<file path="src/rtl/rx_buf_rd_arb.sv">
// rx_buf_rd_arb: round-robin arbiter for the single rx_buf read port.
//
// Up to NREQ readers (frame-header reader, address reader, rx bus control) share the port.
// One requester is granted at a time. Its read strobe and address are muxed onto rx_buf, and the
// returned data is qualified back to it with a one-hot read-valid strobe RD_LAT cycles later.
//
// Ports
//   clk, reset        system clock, synchronous active-high reset
//   req               per-requester level request, held for the whole burst
//   req_rd            per-requester read strobe (one read per cycle)
//   req_addr          per-requester address, slice i = [i*AW +: AW]
//   gnt               registered one-hot grant
//   rd_vld            one-hot read-data-valid, RD_LAT cycles after an accepted read
//   rd_data           rx_buf_rdata passed through, qualified by rd_vld
//   rx_buf_rden       read enable to rx_buf
//   rx_buf_raddr      read address to rx_buf
//   rx_buf_rdata      read data from rx_buf
//   arb_timeout       one-cycle pulse when a grant is force-released
//
// Build option
//   RX_ARB_TIMEOUT_EN  when defined, a grant held for TIMEOUT cycles is force-released.
//                      When undefined, grants are held indefinitely and arb_timeout is tied 0.
module rx_buf_rd_arb #(
  parameter int unsigned NREQ    = 3,
  parameter int unsigned AW      = 11,
  parameter int unsigned DW      = 8,
  parameter int unsigned RD_LAT  = 1,
  parameter int unsigned TIMEOUT = 2048
) (
  input  logic               clk,
  input  logic               reset,
  input  logic [NREQ-1:0]    req,
  input  logic [NREQ-1:0]    req_rd,
  input  logic [NREQ*AW-1:0] req_addr,
  output logic [NREQ-1:0]    gnt,
  output logic [NREQ-1:0]    rd_vld,
  output logic [DW-1:0]      rd_data,
  output logic               rx_buf_rden,
  output logic [AW-1:0]      rx_buf_raddr,
  input  logic [DW-1:0]      rx_buf_rdata,
  output logic               arb_timeout
);

  localparam int unsigned IW = (NREQ > 1) ? $clog2(NREQ) : 1;

  // Elaboration-time range check; the grant counter is 12 bits wide.
  if (NREQ < 2 || NREQ > 8 || RD_LAT < 1 || RD_LAT > 4 || TIMEOUT < 2 || TIMEOUT > 4096)
  begin : g_param_err
    $error("rx_buf_rd_arb: parameter out of range");
  end

  typedef enum logic [1:0] {StIdle, StGrant, StDrain} state_e;

  state_e            state_q, state_d;
  logic [IW-1:0]     ptr_q, ptr_d;
  logic [IW-1:0]     gidx_q, gidx_d;
  logic [NREQ-1:0]   gnt_q, gnt_d;
  logic [1:0]        drain_cnt_q, drain_cnt_d;
  logic [NREQ-1:0]   vld_q [RD_LAT];
  logic [NREQ-1:0]   vld_d [RD_LAT];
  logic              timeout_hit;
  logic [AW-1:0]     addr_arr [NREQ];

  for (genvar i = 0; i < NREQ; i++) begin : g_addr
    assign addr_arr[i] = req_addr[i*AW +: AW];
  end

  // First set request searching upward from p, wrapping at NREQ-1.
  function automatic logic [IW-1:0] rr_pick(input logic [NREQ-1:0] r, input logic [IW-1:0] p);
    logic [IW-1:0] res;
    logic [31:0]   idx;
    logic          found;
    res   = p;
    found = 1'b0;
    for (int unsigned k = 0; k < NREQ; k++) begin
      idx = 32'(p) + k;
      if (idx >= NREQ) idx = idx - NREQ;
      if (!found && r[idx[IW-1:0]]) begin
        found = 1'b1;
        res   = idx[IW-1:0];
      end
    end
    return res;
  endfunction

  function automatic logic [NREQ-1:0] to_onehot(input logic [IW-1:0] i);
    logic [NREQ-1:0] o;
    o    = '0;
    o[i] = 1'b1;
    return o;
  endfunction

`ifdef RX_ARB_TIMEOUT_EN
  logic [11:0] tcnt_q, tcnt_d;

  // Cleared while idle so it starts at 0 on the first GRANT cycle.
  always_comb begin
    tcnt_d = tcnt_q;
    if (state_q == StIdle) begin
      tcnt_d = '0;
    end else if (state_q == StGrant) begin
      tcnt_d = tcnt_q + 12'd1;
    end
  end

  always_ff @(posedge clk) begin
    if (reset) begin
      tcnt_q <= '0;
    end else begin
      tcnt_q <= tcnt_d;
    end
  end

  assign timeout_hit = (state_q == StGrant) && (tcnt_q == 12'(TIMEOUT - 1));
  assign arb_timeout = timeout_hit;
`else
  assign timeout_hit = 1'b0;
  assign arb_timeout = 1'b0;
`endif

  always_comb begin
    state_d      = state_q;
    ptr_d        = ptr_q;
    gidx_d       = gidx_q;
    gnt_d        = gnt_q;
    drain_cnt_d  = drain_cnt_q;
    rx_buf_rden  = 1'b0;
    rx_buf_raddr = '0;
    case (state_q)
      StIdle: begin
        if (|req) begin
          gidx_d  = rr_pick(req, ptr_q);
          gnt_d   = to_onehot(gidx_d);
          state_d = StGrant;
        end
      end
      StGrant: begin
        rx_buf_raddr = addr_arr[gidx_q];
        if (!req[gidx_q] || timeout_hit) begin
          // Release: no read this cycle, rotate priority past the current owner.
          gnt_d       = '0;
          drain_cnt_d = '0;
          ptr_d       = (gidx_q == IW'(NREQ - 1)) ? '0 : gidx_q + 1'b1;
          state_d     = StDrain;
        end else begin
          rx_buf_rden = req_rd[gidx_q];
        end
      end
      StDrain: begin
        // Hold off the next grant until in-flight data has reached its owner.
        if (drain_cnt_q == 2'(RD_LAT - 1)) begin
          state_d = StIdle;
        end else begin
          drain_cnt_d = drain_cnt_q + 2'd1;
        end
      end
      default: state_d = StIdle;
    endcase
  end

  // Issuer pipeline: gnt_q is the one-hot owner whenever rden can be high.
  always_comb begin
    vld_d[0] = rx_buf_rden ? gnt_q : '0;
    for (int unsigned i = 1; i < RD_LAT; i++) begin
      vld_d[i] = vld_q[i-1];
    end
  end

  always_ff @(posedge clk) begin
    if (reset) begin
      state_q     <= StIdle;
      ptr_q       <= '0;
      gidx_q      <= '0;
      gnt_q       <= '0;
      drain_cnt_q <= '0;
      for (int unsigned i = 0; i < RD_LAT; i++) begin
        vld_q[i] <= '0;
      end
    end else begin
      state_q     <= state_d;
      ptr_q       <= ptr_d;
      gidx_q      <= gidx_d;
      gnt_q       <= gnt_d;
      drain_cnt_q <= drain_cnt_d;
      for (int unsigned i = 0; i < RD_LAT; i++) begin
        vld_q[i] <= vld_d[i];
      end
    end
  end

  assign gnt     = gnt_q;
  assign rd_vld  = vld_q[RD_LAT-1];
  assign rd_data = rx_buf_rdata;

endmodule

</file>
<file path="config.mk">
export PLATFORM = sky130hd
export DESIGN_NAME = rx_buf_rd_arb
export DESIGN_NICKNAME = d
export VERILOG_FILES = /design/src/rtl/rx_buf_rd_arb.sv
export SDC_FILE = /design/constraint.sdc
export NUM_CORES = 1
export LEC_CHECK = 0
export ABC_AREA = 1
export CORE_UTILIZATION = 36
export CTS_CLUSTER_SIZE = 25
export DETAILED_ROUTE_END_ITERATION = 7
export MAX_ROUTING_LAYER = met4
export PLACE_DENSITY = 0.84
export SYNTH_ARGS = -nofsm -noshare
export SYNTH_HDL_FRONTEND = slang
export SYNTH_SLANG_ARGS = --single-unit
</file>
<file path="constraint.sdc">
create_clock -name clk -period 1.9 [get_ports clk]
set_input_delay 0.38 -clock clk [delete_from_list [all_inputs] [get_ports clk]]
set_output_delay 0.38 -clock clk [all_outputs]
set_load 0.02 [all_outputs]
</file>
==> summary.md, run 1 <==
| Metric | Value |
|---|---|
| Yosys warnings | 0 |
| Synth unique cells | 26 |
| Root buffer cell | clkbuf_4 |
| First-pass GRT wire length | 5110 µm |
| Hold Path Class | flip-flop to flip-flop |
| GRT overflow | 0 |
| Crit Path Category | input pin to output port |
| H-tree levels | 1 |
| Synth Net Count | 244 |
| Via Count | 1,415 |
| Via density | 4.69 |
| Die H | 59.4 µm |
| Final wirelength | 3100 µm |
| Required time at the worst-slack endpoint | 1520 ps |
| Area contributors post-synth | dfxtp_1 (24%), nand2_1 (17%), inv_1 (9.8%) |
| PortBufs | 58 |
| Number of flops mapped to enable cells by yosys | 0 |
| Num ports | 76 |
| RSZ-0062 raised after global routing | yes |
| Core ar. | 3080 µm² |
| Cell Area, Synth | 1190 µm² |
| DP Area | 1860 µm² |
| Synth top area share | 0.236 |
| Setup crit end kind | output port |
| Drt pass-1 iters | 4 |
| Mapped Cells | 191 |
| Nets | 313 |
| Final antenna diode count | 0 |
| Maxcap violations | 0 |
| Crit path max fanout | 2 |
| Most common flop cell mapped by yosys | dfxtp_1 |
| Commonest cells in the netlist | nand2_1 (54), inv_1 (31), nor2_1 (17) |
| Design Power | 0.00182 W |
| Antenna violations before repair | 0 |
| Crit path arrival time | 1500 ps |
| Largest net degree at the start of global routing | 14 |
| Drt drc | 0 |
| Maximum vdd ir drop | 0.399 mV |
| DP HPWL | 2450 µm |
| FF+latch count, synth | 14 |
| Worst path slowest cell | clkdlybuf4s50_1 |
| Seq/Total Area, Yosys | 0.236 |
| Crit-path cells | clkdlybuf4s50_1 > inv_2 > o21ai_2 > nand2_2 > a31oi_2 > buf_4 |
| Vias in the first global route | 1,289 |
| CTS clk-pin slew, worst paths | 70 ps |
| TritonCTS clock tree | yes |
| Row cnt | 20 |
| RePlAce Congestion | 0.823 |
| Critical Path Max Stage Delay | 490 ps |
| Global-route usage over all layers | 0.193 |
| Final Util | 0.624 |
| Final worst path period need | 1880 ps |
| LEAKAGE | 0.941 nW |
| Cts bufs inserted | 3 |
| Sink Count | 14 |
| Area Growth Syn to Fin | 61.9% |
| Count leader, synth | nand2_1 |
| Die area | 3530 µm² |
| Post-DR wirelength/cell | 10.3 µm |
| Syn_area_per_cell | 6.21 µm² |
| Fmax | 532 MHz |
| Fraction of layout instances using a drive strength above 1 | 0.252 |
| Fraction of registers with async set/reset | 0 |
| Final Instance Area | 1920 µm² |
| Slew Limit Fails | 0 |
| Leading area contributor after synthesis | dfxtp_1 |
| Initial DRC Count | 26 |
| Run status | complete, no violations |
| Hold Fails Final Rpt | 0 |
| Die Width | 59.4 µm |
| Clk Latency, worst-skew pair | 280 ps |
| Crit start category | input pin |
| Crit share post-route | 0.989 |
| Clock buffer depth | 2 |
| PwrDens | 949 nW/µm² |
| Initial Utilization | 0.385 |
| # setup viols final | 0 |
| Clock Skews | 1.75 ps |
| Routed Antenna Nets | 0 |
==> per-stage QoR <==
stage          hold slack (ps)  std cells  setup slack (ps)  TNS (ps)
2_1_floorplan              433        191               222         0
3_3_place_gp               444        294              -519     -2200
3_5_place_dp               447        294              -523     -2470
4_1_cts                    458        297             -8.21     -8.21
5_1_grt                    482        302             -33.3     -99.9
6_report                   455        302              21.6         0
==> final timing paths <==
path | slack [ps] | endpoint | start | cells after the start
hold reg to reg | 460 | vld_q[0][2]$_SDFF_PP0_ | gnt[2]$_SDFFE_PP0P_ | 2
hold / removal | 460 | vld_q[0][2]$_SDFF_PP0_ | gnt[2]$_SDFFE_PP0P_ | 2
setup / recovery | 20 | rx_buf_rden | req[2] | 6
setup reg to reg | 210 | gnt[1]$_SDFFE_PP0P_ | ptr_q[0]$_SDFFE_PP0P_ | 10
==> routing by layer <==
layer | track usage | wire (µm)
met1 | 0.219 | 1340
met2 | 0.319 | 1500
met3 | 0.0568 | 235
met4 | 0.0714 | 31
met5 | - | 0
==> cells by family (layout without fill, tap and decap cells) <==
logic type | count (synthesis) | after routing | share of synthesized area
and+or+nand+nor | 95 | 95 | 0.358
buffers and inverters | 48 | 115 | 0.180
AOI/OAI and AO/OA | 29 | 29 | 0.180
DFF | 14 | 14 | 0.236
adders and majority gates | 4 | 4 | 0.0422
other | 1 | 1 | 0.00316
==> cell usage in the layout (no fill, tap or decap), types with 2 or more instances in the layout <==
cell	Yosys	layout
buf_4	9	15
a22oi_1	11	9
nor2_1	17	16
inv_1	31	30
o21ai_2	1	2
buf_6	0	4
dfxtp_1	14	10
buf_2	0	11
nand3_1	11	11
a31oi_2	2	2
o21ai_1	4	3
dfxtp_2	0	3
inv_2	4	5
nor2_2	3	3
nand2_2	3	5
a21oi_1	5	5
clkbuf_4	0	3
nand3_2	3	3
nand2_1	54	52
o21ai_0	2	2
a22oi_2	0	2
ha_1	4	3
clkdlybuf4s50_1	0	46
nand4_1	2	2
==> flip-flops by register name, summed over array words and instances (netlist names) <==
| name | cells |
|---|---|
| state_q | 2 |
| gidx_q | 2 |
| ptr_q | 2 |
| vld_q | 3 |
| drain_cnt_q | 2 |
| gnt | 3 |
==> layout make-up <==
| class | instances | area [µm²] |
|---|---|---|
| flip-flops and latches | 14 | 288 |
| fillers | 291 | 1160 |
| multi-input cells | 129 | 731 |
| repair buffers | 77 | 693 |
| inverters | 35 | 131 |
| well taps | 44 | 55.1 |
| clock buffers | 3 | 22.5 |
==> report_power, final <==
group | switching [W] | leakage [nW] | internal [W]
clock network | 0.0000865 | 0.0138 | 0.0000735
logic | 0.000694 | 0.811 | 0.000573
registers | 0.0000438 | 0.116 | 0.000352
==> critical path: cells and delay by family <==
family                 cells  cell delay [ps]
AO/OA/AOI/OAI              2              320
buffers and inverters      3              710
AND/OR/NAND/NOR            1               80
==> what timing repair did <==
action | CTS | global route
setup endpoints to repair | 12 | 16
resized for setup | 42 | 28
gates cloned | 0 | 1
hold buffers | 0 | 0
pin swaps | 0 | 3
setup buffers | 0 | 4
Note: power is estimated with default switching activity, not from simulation.
==> inputs of run 2 (changes only) <==
--- a/config.mk
+++ b/config.mk
@@ -6,11 +6,12 @@
 export NUM_CORES = 1
 export LEC_CHECK = 0
 export ABC_AREA = 1
-export CORE_UTILIZATION = 36
+export CORE_UTILIZATION = 38
+export CTS_BUF_LIST = sky130_fd_sc_hd__clkbuf_8
 export CTS_CLUSTER_SIZE = 25
 export DETAILED_ROUTE_END_ITERATION = 7
 export MAX_ROUTING_LAYER = met4
-export PLACE_DENSITY = 0.84
+export PLACE_DENSITY = 0.87
 export SYNTH_ARGS = -nofsm -noshare
 export SYNTH_HDL_FRONTEND = slang
 export SYNTH_SLANG_ARGS = --single-unit
==> summary.md, run 2 (synthesis results as in run 1) <==
| Metric | Value |
|---|---|
| Slew Limit Fails | 0 (unchanged) |
| Crit path max fanout | 2 (unchanged) |
| Hold Fails Final Rpt | 0 (unchanged) |
| Maximum vdd ir drop | 0.428 mV (+7.1%) |
| Clock buffer depth | 2 (unchanged) |
| Design Power | 0.00185 W (+1.3%) |
| Run status | complete, but fails checks |
| Critical R2R Capture | gnt[0]$_SDFFE_PP0P_ |
| Die Width | 57.9 µm (-2.6%) |
| RePlAce Congestion | 0.838 (+1.9%) |
| Sink Count | 14 (unchanged) |
| Leading cell type in the layout, fill and taps excluded | nand2_1 |
| Clock Skews | 3.05 ps (+1.30 ps) |
| Final antenna diode count | 0 (unchanged) |
| Initial DRC Count | 42 (+62%) |
| PwrDens | 966 nW/µm² (+1.8%) |
| Crit share post-route | 0.999 (+0.0102) |
| Failing checks | DRC |
| H-tree levels | 1 (unchanged) |
| First-pass GRT wire length | 5150 µm (+0.82%) |
| Most frequent cells in the layout | nand2_1 (53), clkdlybuf4s50_1 (46), inv_1 (30), nor2_1 (17), buf_4 (14) |
| LEAKAGE | 0.918 nW (-2.5%) |
| Cts bufs inserted | 3 (unchanged) |
| Row cnt | 19 (-5.0%) |
| GRT overflow | 0 (unchanged) |
| Num ports | 76 (unchanged) |
| Vias in the first global route | 1,299 (+0.78%) |
| Setup TNS | 0 ps (unchanged) |
| RSZ-0062 raised after global routing | yes |
| Die area | 3350 µm² (-5.1%) |
| Post-DR wirelength/cell | 11.0 µm (+6.9%) |
| Hold path start | gnt[0]$_SDFFE_PP0P_ |
| Drt pass-1 iters | 6 (+2) |
| Crit Path Category | input pin to output port |
| Worst R2R Setup Slack | 160 ps (-50 ps) |
| Required time at the worst-slack endpoint | 1520 ps (about the same) |
| Core ar. | 2850 µm² (-7.3%) |
| Antenna violations before repair | 0 (unchanged) |
| Nets | 309 (-1.3%) |
| Crit start category | input pin |
| CTS clk-pin slew, worst paths | 50 ps (-20 ps) |
| Final Util | 0.670 (+0.0462) |
| Root buffer cell | clkbuf_8 |
| Fmax | 527 MHz (-1.0%) |
| Hold depth | 2 (unchanged) |
| Post-route setup slack | 2.23 ps (-19.3 ps) |
| Final worst path period need | 1900 ps (+19.3 ps) |
| FF-to-FF Start | ptr_q[0]$_SDFFE_PP0P_ |
| Largest net degree at the start of global routing | 14 (unchanged) |
| Via Count | 1,409 (-0.42%) |
| Initial Utilization | 0.416 (+0.0304) |
| Die H | 57.9 µm (-2.6%) |
| DP Worst Slack | -516 ps (+6.15 ps) |
| Hold Path Class | flip-flop to flip-flop |
| Clk Latency, worst-skew pair | 240 ps (-40 ps) |
| # setup viols final | 0 (unchanged) |
| Worst Hold Endpoint | vld_q[0][0]$_SDFF_PP0_ |
| Final wirelength | 3130 µm (+0.87%) |
| Fraction of layout instances using a drive strength above 1 | 0.220 (-0.0315) |
| Drt drc | 1 (+1) |
| PortBufs | 58 (unchanged) |
| Worst Reg-to-Reg Cells | 13 (+3) |
| Crit path arrival time | 1520 ps (+20 ps) |
| Maxcap violations | 0 (unchanged) |
| Area Growth Syn to Fin | 61.2% |
| Global-route usage over all layers | 0.201 (+0.00772) |
| Via density | 4.94 (+5.5%) |
| TritonCTS clock tree | yes |
| DP Area | 1840 µm² (-0.88%) |
| DP HPWL | 2470 µm (+0.78%) |
| Final Instance Area | 1910 µm² (-0.46%) |
| Setup crit end kind | output port |
| Routed Antenna Nets | 0 (unchanged) |
[run 2: cell types whose count changed in the layout (fill, tap and decap cells not counted), moves of 2 or more]
cell and change:
buf_2 -8, clkdlybuf4s15_2 +7, clkbuf_4 -3, clkbuf_8 +3, buf_6 -2, dfxtp_1 +2
[run 2: final cells by class]
class | count | area, µm²
clock buffer | 3 | 41.3
fill | 245 | 941
inverter | 35 | 131
multi-input combinational | 129 | 716
sequential | 14 | 283
tap | 31 | 38.8
timing repair buffer | 73 | 702
[run 2: power by group]
part / internal, W / switching, W / total (W) / leakage (nW)
Clock: 0.000140 / 0.0000945 / 0.000234 / 0.0216
Combinational: 0.000540 / 0.000680 / 0.00122 / 0.782
Sequential: 0.000349 / 0.0000428 / 0.000392 / 0.115
[run 2: critical path, stage by stage]
cell,delay [ps]
clkdlybuf4s50_1,490
inv_2,50
o21ai_2,190
nand2_2,80
a31oi_2,160
buf_4,170
[run 2: metal layers]
layer	up-vias	track usage	wire length (µm)
li1	719	-	-
met1	622	0.227	1320
met3	8	0.0513	218
met2	60	0.351	1550
met4	0	0.0510	41
met5	-	-	0
[run 2: worst max-delay path by stage]
stage / from / end / depth (start not counted)
final: req[2] / rx_buf_rden / 6
after CTS: req[2] / rx_buf_rden / 6
after floorplan: ptr_q[0]$_SDFFE_PP0P_ / gnt[1]$_SDFFE_PP0P_ / 10
after global routing: req[2] / rx_buf_rden / 6
after global placement: req[2] / rx_buf_rden / 6
after detailed placement: req[2] / rx_buf_rden / 6
[run 2: what timing repair did]
action / CTS / global route
endpoints found under the setup margin: 12 / 16
buffers inserted: 0 / 1
cloned: 0 / 0
hold buffers: 0 / 0
gates resized for setup: 40 / 13
[run 2: stage by stage]
step | hold WS, ps | instances
2_1_floorplan | 433 | 191
3_3_place_gp | 443 | 281
3_5_place_dp | 453 | 281
4_1_cts | 461 | 284
5_1_grt | 479 | 285
6_report | 457 | 285
==> inputs of run 3 (changes only) <==
--- a/config.mk
+++ b/config.mk
@@ -12,6 +12,7 @@
 export DETAILED_ROUTE_END_ITERATION = 7
 export MAX_ROUTING_LAYER = met4
 export PLACE_DENSITY = 0.87
+export REMOVE_ABC_BUFFERS = 1
 export SYNTH_ARGS = -nofsm -noshare
 export SYNTH_HDL_FRONTEND = slang
 export SYNTH_SLANG_ARGS = --single-unit
==> summary.md, run 3 (synthesis results as in run 1) <==
| Metric | Value |
|---|---|
| # hold bufs at CTS | 0 (unchanged) |
| Area taken by flip-flops and latches | 285 µm² (+0.89%) |
| Crit share post-route | 0.981 (-0.0180) |
| GRT overflow | 0 (unchanged) |
| Crit path max fanout | 2 (unchanged) |
| Crit Path Category | input pin to output port |
| Run status | complete, but fails checks |
| Setup TNS | 0 ps (unchanged) |
| Failing checks | DRC |
| Design Power | 0.00188 W (+1.7%) |
| Largest net degree at the start of global routing | 14 (unchanged) |
| Clock buffer depth | 2 (unchanged) |
| Setup crit end kind | output port |
| Final Util | 0.670 (unchanged) |
| Area of the multi-input gates | 753 µm² (+5.2%) |
| Clk Latency, worst-skew pair | 240 ps (about the same) |
| Via density | 5.09 (+3.0%) |
| RePlAce Congestion | 0.816 (-2.6%) |
| Required time at the worst-slack endpoint | 1520 ps (about the same) |
| Final antenna diode count | 0 (unchanged) |
| PwrDens | 982 nW/µm² (+1.7%) |
| Nets | 309 (unchanged) |
| Die H | 57.9 µm (unchanged) |
| # setup viols final | 0 (unchanged) |
| Crit start category | input pin |
| DP Area | 1830 µm² (-0.68%) |
| Num ports | 76 (unchanged) |
| Critical R2R Capture | gnt[0]$_SDFFE_PP0P_ |
| Hold Fails Final Rpt | 0 (unchanged) |
| Die Width | 57.9 µm (unchanged) |
| Leading cell type in the layout, fill and taps excluded | nand2_1 |
| Hold depth | 2 (unchanged) |
| Initial DRC Count | 53 (+26%) |
| H-tree levels | 1 (unchanged) |
| Drt drc | 1 (unchanged) |
| Most frequent cells in the layout | nand2_1 (52), clkdlybuf4s50_1 (46), inv_1 (30), nor2_1 (17), buf_4 (14) |
| Area Growth Syn to Fin | 61.2% (unchanged) |
| Fmax | 537 MHz (+1.8%) |
| FF-to-FF Start | ptr_q[0]$_SDFFE_PP0P_ |
| Final worst path period need | 1860 ps (-34.1 ps) |
| Fraction of layout instances using a drive strength above 1 | 0.244 (+0.0236) |
| First-pass GRT wire length | 5190 µm (+0.66%) |
| Post-DR wirelength/cell | 11.2 µm (+2.4%) |
| Global-route usage over all layers | 0.207 (+0.00626) |
| Setup Buffers After CTS | 0 (unchanged) |
| Initial Utilization | 0.416 (unchanged) |
| Hold Path Class | flip-flop to flip-flop |
| FILL cells | 249 (+1.6%) |
| Maximum vdd ir drop | 0.385 mV (-10%) |
| Maxcap violations | 0 (unchanged) |
| Root buffer cell | clkbuf_8 |
| CTS clk-pin slew, worst paths | 50 ps (about the same) |
| Drt pass-1 iters | 6 (unchanged) |
| Die area | 3350 µm² (unchanged) |
| Row cnt | 19 (unchanged) |
| PortBufs | 58 (unchanged) |
| RSZ-0062 raised after global routing | yes |
| Routed Antenna Nets | 0 (unchanged) |
| Core ar. | 2850 µm² (unchanged) |
| LEAKAGE | 0.925 nW (+0.78%) |
| Worst Hold Endpoint | vld_q[0][0]$_SDFF_PP0_ |
| Worst Reg-to-Reg Cells | 13 (unchanged) |
| Final wirelength | 3210 µm (+2.4%) |
| Final Instance Area | 1910 µm² (unchanged) |
| Via Count | 1,451 (+3.0%) |
| Antenna violations before repair | 0 (unchanged) |
| Cts bufs inserted | 3 (unchanged) |
| DP HPWL | 2570 µm (+3.9%) |
| Hold path start | gnt[0]$_SDFFE_PP0P_ |
| TritonCTS clock tree | yes |
| Slew Limit Fails | 0 (unchanged) |
| Crit path arrival time | 1480 ps (-40 ps) |
| Sink Count | 14 (unchanged) |
| Vias in the first global route | 1,315 (+1.2%) |
| Worst R2R Setup Slack | 150 ps (about the same) |
| Clock Skews | 3.71 ps (+0.661 ps) |
run 3: cell types whose count changed in the layout (fill, tap and decap cells not counted), moves of 3 or more:
| cell | change |
|---|---|
| a22oi_1 | -3 |
| a22oi_2 | +3 |
| buf_2 | +5 |
| clkdlybuf4s15_2 | -4 |
run 3: stage by stage:
stage | hold WS (ps) | setup WS (ps) | cells
2_1_floorplan | 433 | 195 | 178
3_3_place_gp | 443 | -524 | 281
3_5_place_dp | 443 | -568 | 281
4_1_cts | 451 | -12.7 | 284
5_1_grt | 480 | -8.03 | 285
6_report | 448 | 36.3 | 285
run 3: critical path: stages:
cell and delay, ps:
clkdlybuf4s50_1 490, inv_2 60, o21ai_4 150, nand2_2 70, a31oi_2 160, buf_4 170
run 3: power breakdown:
part           total, W  leakage (nW)  internal (W)  switching (W)
Clock          0.000236        0.0216      0.000140      0.0000964
Sequential     0.000394         0.116      0.000351      0.0000430
Combinational   0.00125         0.788      0.000540       0.000707
Total           0.00188         0.925       0.00103       0.000846
run 3: worst max-delay path by stage:
stage,end,startpoint,slack (ps)
after global routing,rx_buf_rden,req[2],-8
after CTS,rx_buf_rden,req[2],-10
after floorplan,rx_buf_rden,gidx_q[0]$_SDFFE_PP0P_,190
final,rx_buf_rden,req[2],40
after detailed placement,rx_buf_rden,req[2],-570
after global placement,rx_buf_rden,req[2],-520
run 3: metal layers:
| layer | global-route usage | wire length (µm) |
|---|---|---|
| met5 | - | 0 |
| met4 | 0.0782 | 20 |
| met3 | 0.0625 | 291 |
| met2 | 0.361 | 1630 |
| met1 | 0.219 | 1260 |
run 3: what timing repair did:
action                     CTS  global route
resized for setup           39            28
pin swaps                    1             1
hold endpoints to repair     0             0
setup endpoints to repair   12            16
cloned                       0             1
run 3: area by class of cell:
| class | count | share of cell area |
|---|---|---|
| clock buffers | 3 | 0.0216 |
| inverters | 35 | 0.0687 |
| multi-input cells | 129 | 0.394 |
| flip-flops and latches | 14 | 0.149 |
| well taps | 31 | 0.0203 |
| repair buffers | 73 | 0.346 |
